$ cat src/rtl/upzero_sched.sv
// upzero_sched: round-robin arbiter sharing one upzero core between encoder and decoder.
// Ports: ap_clk/ap_rst clock and sync reset; req_*/dlt_*/done_* per-requester handshake;
// core_start/core_dlt/core_ready core handshake; bank_sel memory-set select;
// busy not idle; err/err_sticky watchdog timeout pulse and latched flag, clr_err clears.
module upzero_sched (
  input  logic        ap_clk,
  input  logic        ap_rst,
  input  logic        req_enc,
  input  logic        req_dec,
  input  logic [16:0] dlt_enc,
  input  logic [16:0] dlt_dec,
  output logic        core_start,
  output logic [16:0] core_dlt,
  input  logic        core_ready,
  output logic        bank_sel,
  output logic        done_enc,
  output logic        done_dec,
  output logic        busy,
  output logic        err,
  output logic        err_sticky,
  input  logic        clr_err
);
  typedef enum logic [1:0] {IDLE, LAUNCH, WAIT, COMPLETE} state_t;
  state_t      state_q, state_d;
  logic        prio_q, prio_d, owner_q, owner_d, to_q, to_d, sticky_q, sticky_d;
  logic        gnt_enc, gnt_dec;
  logic [7:0]  wd_q, wd_d;
  logic [16:0] dlt_q, dlt_d;
  always_comb begin
    gnt_enc  = req_enc && (!req_dec || !prio_q);
    gnt_dec  = req_dec && !gnt_enc;
    state_d  = state_q;
    prio_d   = prio_q;
    owner_d  = owner_q;
    to_d     = to_q;
    wd_d     = wd_q;
    dlt_d    = dlt_q;
    case (state_q)
      IDLE: if (gnt_enc || gnt_dec) begin
        state_d = LAUNCH;
        owner_d = gnt_dec;
        prio_d  = !gnt_dec;
        dlt_d   = gnt_dec ? dlt_dec : dlt_enc;
        to_d    = 1'b0;
      end
      LAUNCH: begin
        state_d = WAIT;
        wd_d    = 8'd0;
      end
      WAIT: begin
        // ready beats a simultaneous timeout
        state_d = (core_ready || wd_q == 8'd200) ? COMPLETE : WAIT;
        to_d    = !core_ready && wd_q == 8'd200;
        wd_d    = (core_ready || wd_q == 8'd200) ? wd_q : wd_q + 8'd1;
      end
      default: state_d = IDLE;
    endcase
    // a new timeout beats a simultaneous clear
    sticky_d = (state_q == COMPLETE && to_q) || (sticky_q && !clr_err);
  end
  always_ff @(posedge ap_clk) begin
    if (ap_rst) begin
      state_q  <= IDLE;
      prio_q   <= 1'b0;
      owner_q  <= 1'b0;
      to_q     <= 1'b0;
      sticky_q <= 1'b0;
      wd_q     <= 8'd0;
      dlt_q    <= 17'd0;
    end else begin
      state_q  <= state_d;
      prio_q   <= prio_d;
      owner_q  <= owner_d;
      to_q     <= to_d;
      sticky_q <= sticky_d;
      wd_q     <= wd_d;
      dlt_q    <= dlt_d;
    end
  end
  assign core_start = state_q == LAUNCH;
  assign core_dlt   = dlt_q;
  assign bank_sel   = owner_q;
  assign busy       = state_q != IDLE;
  assign done_enc   = state_q == COMPLETE && !owner_q;
  assign done_dec   = state_q == COMPLETE && owner_q;
  assign err        = state_q == COMPLETE && to_q;
  assign err_sticky = sticky_q;
endmodule

$ cat config.mk
export PLATFORM = sky130hd
export DESIGN_NAME = upzero_sched
export DESIGN_NICKNAME = d
export VERILOG_FILES = /design/src/rtl/upzero_sched.sv
export SDC_FILE = /design/constraint.sdc
export NUM_CORES = 1
export LEC_CHECK = 0
export BUFFER_PORTS_ARGS = -buffer_cell sky130_fd_sc_hd__buf_4
export CAP_MARGIN = 20
export CORE_UTILIZATION = 44
export CTS_CLUSTER_DIAMETER = 40
export CTS_CLUSTER_SIZE = 12
export DETAILED_ROUTE_END_ITERATION = 6
export PLACE_DENSITY = 0.78
export RECOVER_POWER = 50
export SLEW_MARGIN = 5
export SYNTH_ARGS = -nofsm -noshare
export SYNTH_HDL_FRONTEND = slang
export SYNTH_SLANG_ARGS = --single-unit
export TNS_END_PERCENT = 1
$ cat constraint.sdc
create_clock -name ap_clk -period 1.85 [get_ports ap_clk]
set_clock_uncertainty 0.15 [all_clocks]
set_input_delay 0.185 -clock ap_clk [delete_from_list [all_inputs] [get_ports ap_clk]]
set_output_delay 0.185 -clock ap_clk [all_outputs]
set_load 0.01 [all_outputs]
==> results of run 1 <==
==> area by class of cell <==
cell class | instances | area (um2) | share of cell area
Inverter | 6 | 22.52 | 0.01033
Clock buffer | 6 | 51.30 | 0.02354
Timing Repair Buffer | 93 | 695.7 | 0.3192
Tap cell | 44 | 55.05 | 0.02526
Sequential cell | 31 | 621.8 | 0.2853
Clock inverter | 1 | 5.005 | 0.002296
Multi-Input combinational cell | 107 | 728.2 | 0.3341
==> cell usage in the layout, fill, tap and decap left out, types with 3 or more instances in the layout <==
cell type,count
a21oi_1,8
o21ai_0,3
dfxtp_1,30
dlygate4sd3_1,28
clkbuf_1,22
mux2i_1,3
clkbuf_4,5
inv_1,6
a222oi_1,16
nor2_1,24
buf_4,41
nand2_1,13
ha_1,5
nand4_1,3
==> timing repair <==
item | in CTS | in global routing
hold endpoints to repair | 14 | 1
endpoints found under the setup margin | 16 | 16
gates cloned | 0 | 0
gates resized for setup | 1 | 3
setup buffers | 0 | 1
pin swaps | 0 | 1
hold buffers | 27 | 1
==> power by group through the flow <==
stage	clock (W)	combinational (W)	sequential, W
after global routing	0.000435	0.00112	0.000923
final	0.000396	0.00104	0.000913
after floorplan	0	0.000557	0.000945
after detailed placement	0	0.000965	0.000911
after CTS	0.000397	0.00102	0.000897
after global placement	0	0.000934	0.000903
==> routing by layer <==
metal	wire length [um]	share of wire	track usage	vias to the layer above
met1	1733	0.37	0.2845	740
met5	0	0	0	-
li1	-	-	-	747
met3	239	0.051	0.05714	20
met2	2525	0.54	0.4975	83
met4	170	0.036	0.1531	0
==> critical path: stages <==
cell and delay [ps]:
dlygate4sd3_1 540, clkbuf_2 190, o21ai_2 600, a222oi_1 190
nor2_1 190
==> sequential cells by signal (all words and copies together), names as in the netlist <==
register	flops
core_dlt	17
to_q	1
prio_q	1
bank_sel	1
err_sticky	1
state_q	2
wd_q	8
==> worst paths after layout <==
path / start / endpoint / slack (ps) / cells past startpoint
min: dlt_dec[2] / core_dlt[2] / 10 / 3
min reg2reg: core_dlt[16] / core_dlt[16] / 320 / 2
max: req_dec / core_dlt[5] / 60 / 5
max reg2reg: state_q[1] / core_dlt[5] / 100 / 7
==> per-stage QoR <==
stage               cell area (um2)  total power [W]  instances  hold slack, ps
floorplan                      1404         0.001503        152           204.7
global placement               1894         0.001837        252           288.5
detailed placement             1894         0.001875        252           297.9
CTS                            2228         0.002318        286           10.27
global route                   2180         0.002482        288           2.343
finish                         2180         0.002344        288           11.39
==> kinds of logic after synthesis <==
kind of cell             count (synthesis)  share of synthesized area
adder cells (fa/ha/maj)                  6                    0.05347
XOR/XNOR                                 1                   0.006240
AND/OR/NAND/NOR                         62                     0.2255
buffers and inverters                   14                    0.04812
multiplexers                             4                    0.02941
flip-flops                              31                     0.4421
AO/OA/AOI/OAI                           34                     0.1952
==> flow_summary.ini, run 1 <==
[synthesis]
synthDistinctLibCells = 36
synthCells = 152
synth_edf_count = 0
synth_area_um2 = 1404
syn_nets = 198
async_flop_share = 0
avgSynthCellArea_um2 = 9.236
yosysWarnings = 0
ys.flop_type = dfxtp_1
synth_top_area_frac = 0.4421
yosys-top-cells-area = dfxtp_1 44%, a222oi_1 11%, nor2_1 6.4%
yosys.area.top_type = dfxtp_1
ys_seq_area_frac = 0.4421
synth_most_common_cell = dfxtp_1
synth-seq-cells = 31
ys_top_cells_by_count = 31 x dfxtp_1, 24 x nor2_1, 16 x a222oi_1

[cts]
htreeDepth = 2
cts_tree = done
root_buffer = clkbuf_4
clk_latency_ps = 310
cts_max_path_buffers = 2
path_clk_slew_ps = 100
cts_made_buffers = 5
clock_sinks = 31

[setup_path]
worstPathArrival_ps = 1890
cp-start-kind = primary input
worstPathRequired_ps = 1950
critPathKind = in2reg
crit_fanout = 17
end_kind = flop

[cells_and_area]
num_antenna_cells = 0
areaGrowthSynthToFinish_pct = 55.26
nFillCells = 237
drive_above_1_share = 0.2459
fin_util = 0.7198
nets = 290

[power]
power.leakage_nw = 0.9094
intPower_w = 0.001442
seq_power_share = 0.390
swShare = 0.3849
ir_worst_vdd_mv = 1.160
power_switching_w = 0.0009023
power-per-cell-area_nw_per_um2 = 1075
p_comb_frac = 0.442
clkPwrFrac = 0.169

[detailed_routing]
vias = 1590
ant_nets = 0
first_pass_iters = 7
drt_iter0_drc = 184
drt_wl_total_um = 4668
route.detailed.drc = 27
avgRoutedWirePerCell_um = 16.21
via_per_inst = 5.521

[sta]
max_freq_ghz = 0.5580
min_period_ps = 1792
fin_tns_setup_ps = 0
fin_crit_sh = 0.9687
hold_violations = 0
final-setup-viol-count = 0
setup_slack_ps = 57.96
maxSlewViolCount = 0
slew_headroom = 0.5393
tightest_slew_ps = 691.0

[floorplanning]
initial_utilization = 0.4636
core_um2 = 3028
die_h_um = 58.49
die-area_um2 = 3421
placementRows = 20
fp.dieW_um = 58.49
top_level_ports = 64

[grt]
overflow = 0
grt_util_all_layers = 0.2704
grt_pass1_wl_um = 6900
antenna_found_initial = 0
grt_pass1_vias = 1538
grt_max_degree = 32

[outcome]
status = finished with violations
violations = DRC

[job]
maxCapViolations = 0

[worst_hold_path]
hold_class = in2reg

[place]
pre_cts_ws_ps = -121.2
hpwl_um = 2562
gp_congestion = 0.7670
numPortBuffers = 63
(Power assumes the default switching activity.)
==> inputs of run 2 (changes only) <==
--- a/config.mk
+++ b/config.mk
@@ -13,6 +13,7 @@
 export DETAILED_ROUTE_END_ITERATION = 6
 export PLACE_DENSITY = 0.78
 export RECOVER_POWER = 50
+export REMOVE_ABC_BUFFERS = 1
 export SLEW_MARGIN = 5
 export SYNTH_ARGS = -nofsm -noshare
 export SYNTH_HDL_FRONTEND = slang
==> run 2 against run 1 <==
  * The run now ends clean
  * Sequential cell count did not move
  * Die area did not move
  * Sequential share of layout area fell by 0.65 points
  * Sequential power barely moved
  * Routed wire length rose by 2.2%
  * Global-route usage rose by 1.3 points
  * First-iteration DRC count rose by 16%
  * Critical path type is now reg2reg
==> flow_summary.ini, run 2 (same netlist as run 1, synthesis figures left out) <==
[setup_path]
timing.rr.start = state_q[1]
r2r-end = core_dlt[15]
r2r_slack_ps = 90
critPathKind = reg2reg
reg2reg_depth = 7
worstPathRequired_ps = 1890
cp-start-kind = flop
end_kind = flop
worstPathArrival_ps = 1800
crit_fanout = 10

[grt]
overflow = 0
grt_pass1_vias = 1595
antenna_found_initial = 0
grt_max_degree = 32
grt_util_all_layers = 0.2834
grt_pass1_wl_um = 7258

[cells_and_area]
nets = 294
areaGrowthSynthToFinish_pct = 59.18
layout_commonest_cell = buf_4
drive_above_1_share = 0.2490
layout_common_cells = 44 x buf_4, 31 x dlygate4sd3_1, 29 x dfxtp_1
num_antenna_cells = 0
largest_reg_flops = 17
fin_util = 0.7380
stdcell_count = 293

[sta]
min_period_ps = 1762
slew_headroom = 0.5248
max_freq_ghz = 0.5677
hold_violations = 0
rsz0062_at_grt = false
fin_crit_sh = 0.9522
tightest_slew_ps = 712.7
maxSlewViolCount = 0
final-setup-viol-count = 0
fin_tns_setup_ps = 0

[detailed_routing]
via_per_inst = 5.461
ant_nets = 0
drt_iter0_drc = 213
avgRoutedWirePerCell_um = 16.28
drt_wl_total_um = 4771
route.detailed.drc = 0
first_pass_iters = 7
vias = 1600

[floorplanning]
core_um2 = 3028
top_level_ports = 64
initial_utilization = 0.4636
die_h_um = 58.49
die-area_um2 = 3421
placementRows = 20
fp.dieW_um = 58.49

[cts]
clock_sinks = 31
cts_tree = done
clk_latency_ps = 320
cts_max_path_buffers = 2
htreeDepth = 2
root_buffer = clkbuf_4
cts_made_buffers = 5
path_clk_slew_ps = 100

[worst_hold_path]
min_to = core_dlt[4]
hold_class = in2reg
holdPathStages = 3
min_from = dlt_enc[4]

[place]
dp_cells = 252
hpwl_um = 2528
gp_congestion = 0.8074
numPortBuffers = 63

[outcome]
status = completed

[power]
power.leakage_nw = 0.9364
ir_worst_vdd_mv = 0.6455
power-per-cell-area_nw_per_um2 = 1080

[job]
maxCapViolations = 0
run 2: cell type report:
type,instances,area (um2)
fillers,243,793.3
inverters,6,22.52
clock buffers,8,68.82
repair buffers,97,739.5
well taps,44,55.05
multi-input cells,107,725.7
flip-flops and latches,31,623.1
run 2: worst max-delay path by stage:
stage | endpoint | cells after the start | start
after floorplan | core_dlt[0] | 6 | state_q[0]
after global placement | core_dlt[14] | 6 | state_q[0]
after detailed placement | core_dlt[3] | 6 | state_q[0]
after CTS | core_dlt[4] | 6 | state_q[0]
after global routing | core_dlt[15] | 7 | state_q[0]
final | core_dlt[15] | 7 | state_q[1]
run 2: worst max-delay path, cell delays in order (launching register included):
cell and delay (ps):
dfxtp_2 380, inv_1 80, ha_2 220, nand2_1 140
a21oi_4 60, buf_12 150, a222oi_1 400, nor2_1 70
run 2: power by group:
group          switching, W  internal, W  leakage, nW  total, W
registers          0.000108     0.000808        0.254  0.000916
clock network      0.000224     0.000224       0.0386  0.000448
logic              0.000573     0.000476        0.644   0.00105
run 2: repair_timing:
| item | CTS | global route |
|---|---|---|
| setup buffers | 0 | 2 |
| setup endpoints to repair | 16 | 18 |
| hold endpoints to repair | 15 | 1 |
| gates resized for setup | 1 | 3 |
| hold buffers | 30 | 1 |
| pin swaps | 0 | 2 |
run 2: metrics by stage:
| stage | hold slack (ps) | setup slack, ps | cell area, um2 | total power, W |
|---|---|---|---|---|
| after floorplan | 104.1 | 186.3 | 1359 | 0.001453 |
| after global placement | 287.6 | 10.07 | 1894 | 0.001836 |
| after detailed placement | 299.2 | -85.59 | 1894 | 0.001874 |
| after CTS | 0.7627 | 73.33 | 2271 | 0.002377 |
| after global routing | 10.61 | 16.22 | 2235 | 0.002561 |
| final | 4.067 | 88.44 | 2235 | 0.002413 |
run 2: per-layer routing:
layer / GRT usage / up-vias / wire (um) / part of all wire
met5: 0 / - / 0 / 0
met4: 0.1701 / 0 / 228 / 0.048
met3: 0.05495 / 20 / 254 / 0.053
met2: 0.5140 / 75 / 2560 / 0.54
met1: 0.3036 / 752 / 1729 / 0.36
li1: - / 753 / - / -
==> inputs of run 3 (changes only) <==
--- a/config.mk
+++ b/config.mk
@@ -7,11 +7,12 @@
 export LEC_CHECK = 0
 export BUFFER_PORTS_ARGS = -buffer_cell sky130_fd_sc_hd__buf_4
 export CAP_MARGIN = 20
-export CORE_UTILIZATION = 44
+export CORE_UTILIZATION = 49
 export CTS_CLUSTER_DIAMETER = 40
 export CTS_CLUSTER_SIZE = 12
 export DETAILED_ROUTE_END_ITERATION = 6
-export PLACE_DENSITY = 0.78
+export MAX_ROUTING_LAYER = met4
+export PLACE_DENSITY = 0.85
 export RECOVER_POWER = 50
 export REMOVE_ABC_BUFFERS = 1
 export SLEW_MARGIN = 5
==> constraint.sdc (replaced) <==
create_clock -name ap_clk -period 2.1 [get_ports ap_clk]
set_clock_uncertainty 0.15 [all_clocks]
set_input_delay 0.21 -clock ap_clk [delete_from_list [all_inputs] [get_ports ap_clk]]
set_output_delay 0.21 -clock ap_clk [all_outputs]
set_load 0.01 [all_outputs]
==> run 3 against run 2 <==
  * The run now ends with hold timing left
  * Register-to-register slack better by 40 ps
  * Worst setup slack better by 44 ps
  * Count of clock-buffer cells in the layout down 2
  * Clock power down 23%
  * Core utilization down 5.1 points
  * Combinational power down 25%
  * Cell area down 16%
  * Sequential power down 13%
  * Worst hold slack worse by 5.7 ps
  * Maximum frequency down 10%
  * Via count down 8.1%
  * Critical path depth down 1
==> flow_summary.ini, run 3 (same netlist as run 1, synthesis figures left out) <==
[setup_path]
critPathKind = reg2reg
crit_fanout = 16
worstPathRequired_ps = 2200
worstPathArrival_ps = 2070
cp-start-kind = flop
end_kind = flop

[outcome]
violations = hold timing
status = finished with violations

[sta]
rsz0062_at_grt = false
setup_slack_ps = 132.5
fin_crit_sh = 0.9369
maxSlewViolCount = 0
final-setup-viol-count = 0
fin_tns_setup_ps = 0
hold_violations = 1
max_freq_ghz = 0.5082
tightest_slew_ps = 694.2
holdWs_ps = -1.593
min_period_ps = 1968
slew_headroom = 0.5372

[floorplanning]
die_h_um = 55.53
fp.dieW_um = 55.53
die-area_um2 = 3083
placementRows = 19
initial_utilization = 0.5135
core_um2 = 2734
top_level_ports = 64

[place]
pre_cts_ws_ps = 28.32
gp_congestion = 0.8211
hpwl_um = 2728
numPortBuffers = 63
placed_area_um2 = 1871

[cells_and_area]
num_antenna_cells = 0
multi_input_area_um2 = 723.2
nFillCells = 233
layout_commonest_cell = buf_4
stdcell_area_um2 = 1878
areaGrowthSynthToFinish_pct = 33.78
drive_above_1_share = 0.2488
largest_reg_flops = 17
register_area_um2 = 620.6
layout_common_cells = 40 x buf_4, 31 x dfxtp_1, 24 x nor2_1
nets = 263
fin_util = 0.6870

[detailed_routing]
via_per_inst = 5.927
route.detailed.drc = 0
avgRoutedWirePerCell_um = 15.26
drt_wl_total_um = 3785
first_pass_iters = 5
ant_nets = 0
drt_iter0_drc = 109
vias = 1470

[grt]
overflow = 0
antenna_found_initial = 0
grt_max_degree = 32
grt_pass1_vias = 1370
grt_util_all_layers = 0.2476
grt_pass1_wl_um = 5927

[cts]
path_clk_slew_ps = 90
htreeDepth = 2
root_buffer = clkbuf_4
cts_max_path_buffers = 2
cts_tree = done
post-cts-setup-buffers = 0
clock_sinks = 31
clk_latency_ps = 320
cts_made_buffers = 5

[power]
ir_worst_vdd_mv = 0.8573
power_w = 0.001930
power-per-cell-area_nw_per_um2 = 1028
power.leakage_nw = 0.7874

[job]
maxCapViolations = 0

[worst_hold_path]
hold_class = in2reg
run 3: cell count changes in the layout (fill, tap and decap cells not counted), moves of 2 or more:
cell,before,now
buf_4,44,40
dfxtp_1,29,31
dfxtp_2,2,0
dlygate4sd3_1,31,3
run 3: stage by stage:
stage | hold slack (ps) | instances
2_1_floorplan | 129.1 | 144
3_3_place_gp | 292.7 | 238
3_5_place_dp | 305.5 | 238
4_1_cts | 2.003 | 248
5_1_grt | 3.107 | 248
6_report | -1.593 | 248
run 3: worst max-delay path, stage by stage (launching register included):
cell,delay [ps]
dfxtp_1,370
inv_1,110
ha_1,370
nand2_1,170
a21oi_4,380
a222oi_1,220
nor2_1,130
run 3: where the power goes:
| part | switching, W | internal [W] |
|---|---|---|
| logic | 0.000467 | 0.000323 |
| clock network | 0.000188 | 0.000155 |
| registers | 0.0000898 | 0.000708 |
| total | 0.000744 | 0.00119 |
run 3: path summary, 6_finish.rpt:
| path | end | startpoint | cells past startpoint | slack (ps) |
|---|---|---|---|---|
| worst min-delay path | core_dlt[11] | dlt_enc[11] | 3 | -2 |
| worst min register to register | core_dlt[16] | core_dlt[16] | 2 | 310 |
| worst max-delay path | core_dlt[10] | state_q[0] | 6 | 130 |
| worst max register to register | core_dlt[10] | state_q[0] | 6 | 130 |
run 3: timing repair:
action                     CTS  global route
setup endpoints to repair    1             0
hold endpoints to repair     2             0
hold buffers                 3             0
gates resized for setup      1             0
run 3: final cells by class:
| type | instances | area share |
|---|---|---|
| timing repair buffer | 66 | 0.2219 |
| inverter | 6 | 0.01199 |
| clock buffer | 6 | 0.02732 |
| tap | 31 | 0.02065 |
| sequential | 31 | 0.3304 |
| clock inverter | 1 | 0.002665 |
| multi-input combinational | 107 | 0.3851 |
run 3: routing by layer:
layer,routed length [um],global-route usage,vias to the layer above
li1,-,-,692
met1,1402,0.2638,706
met2,2094,0.4372,63
met3,216,0.05855,9
met4,72,0.1036,0
met5,0,-,-
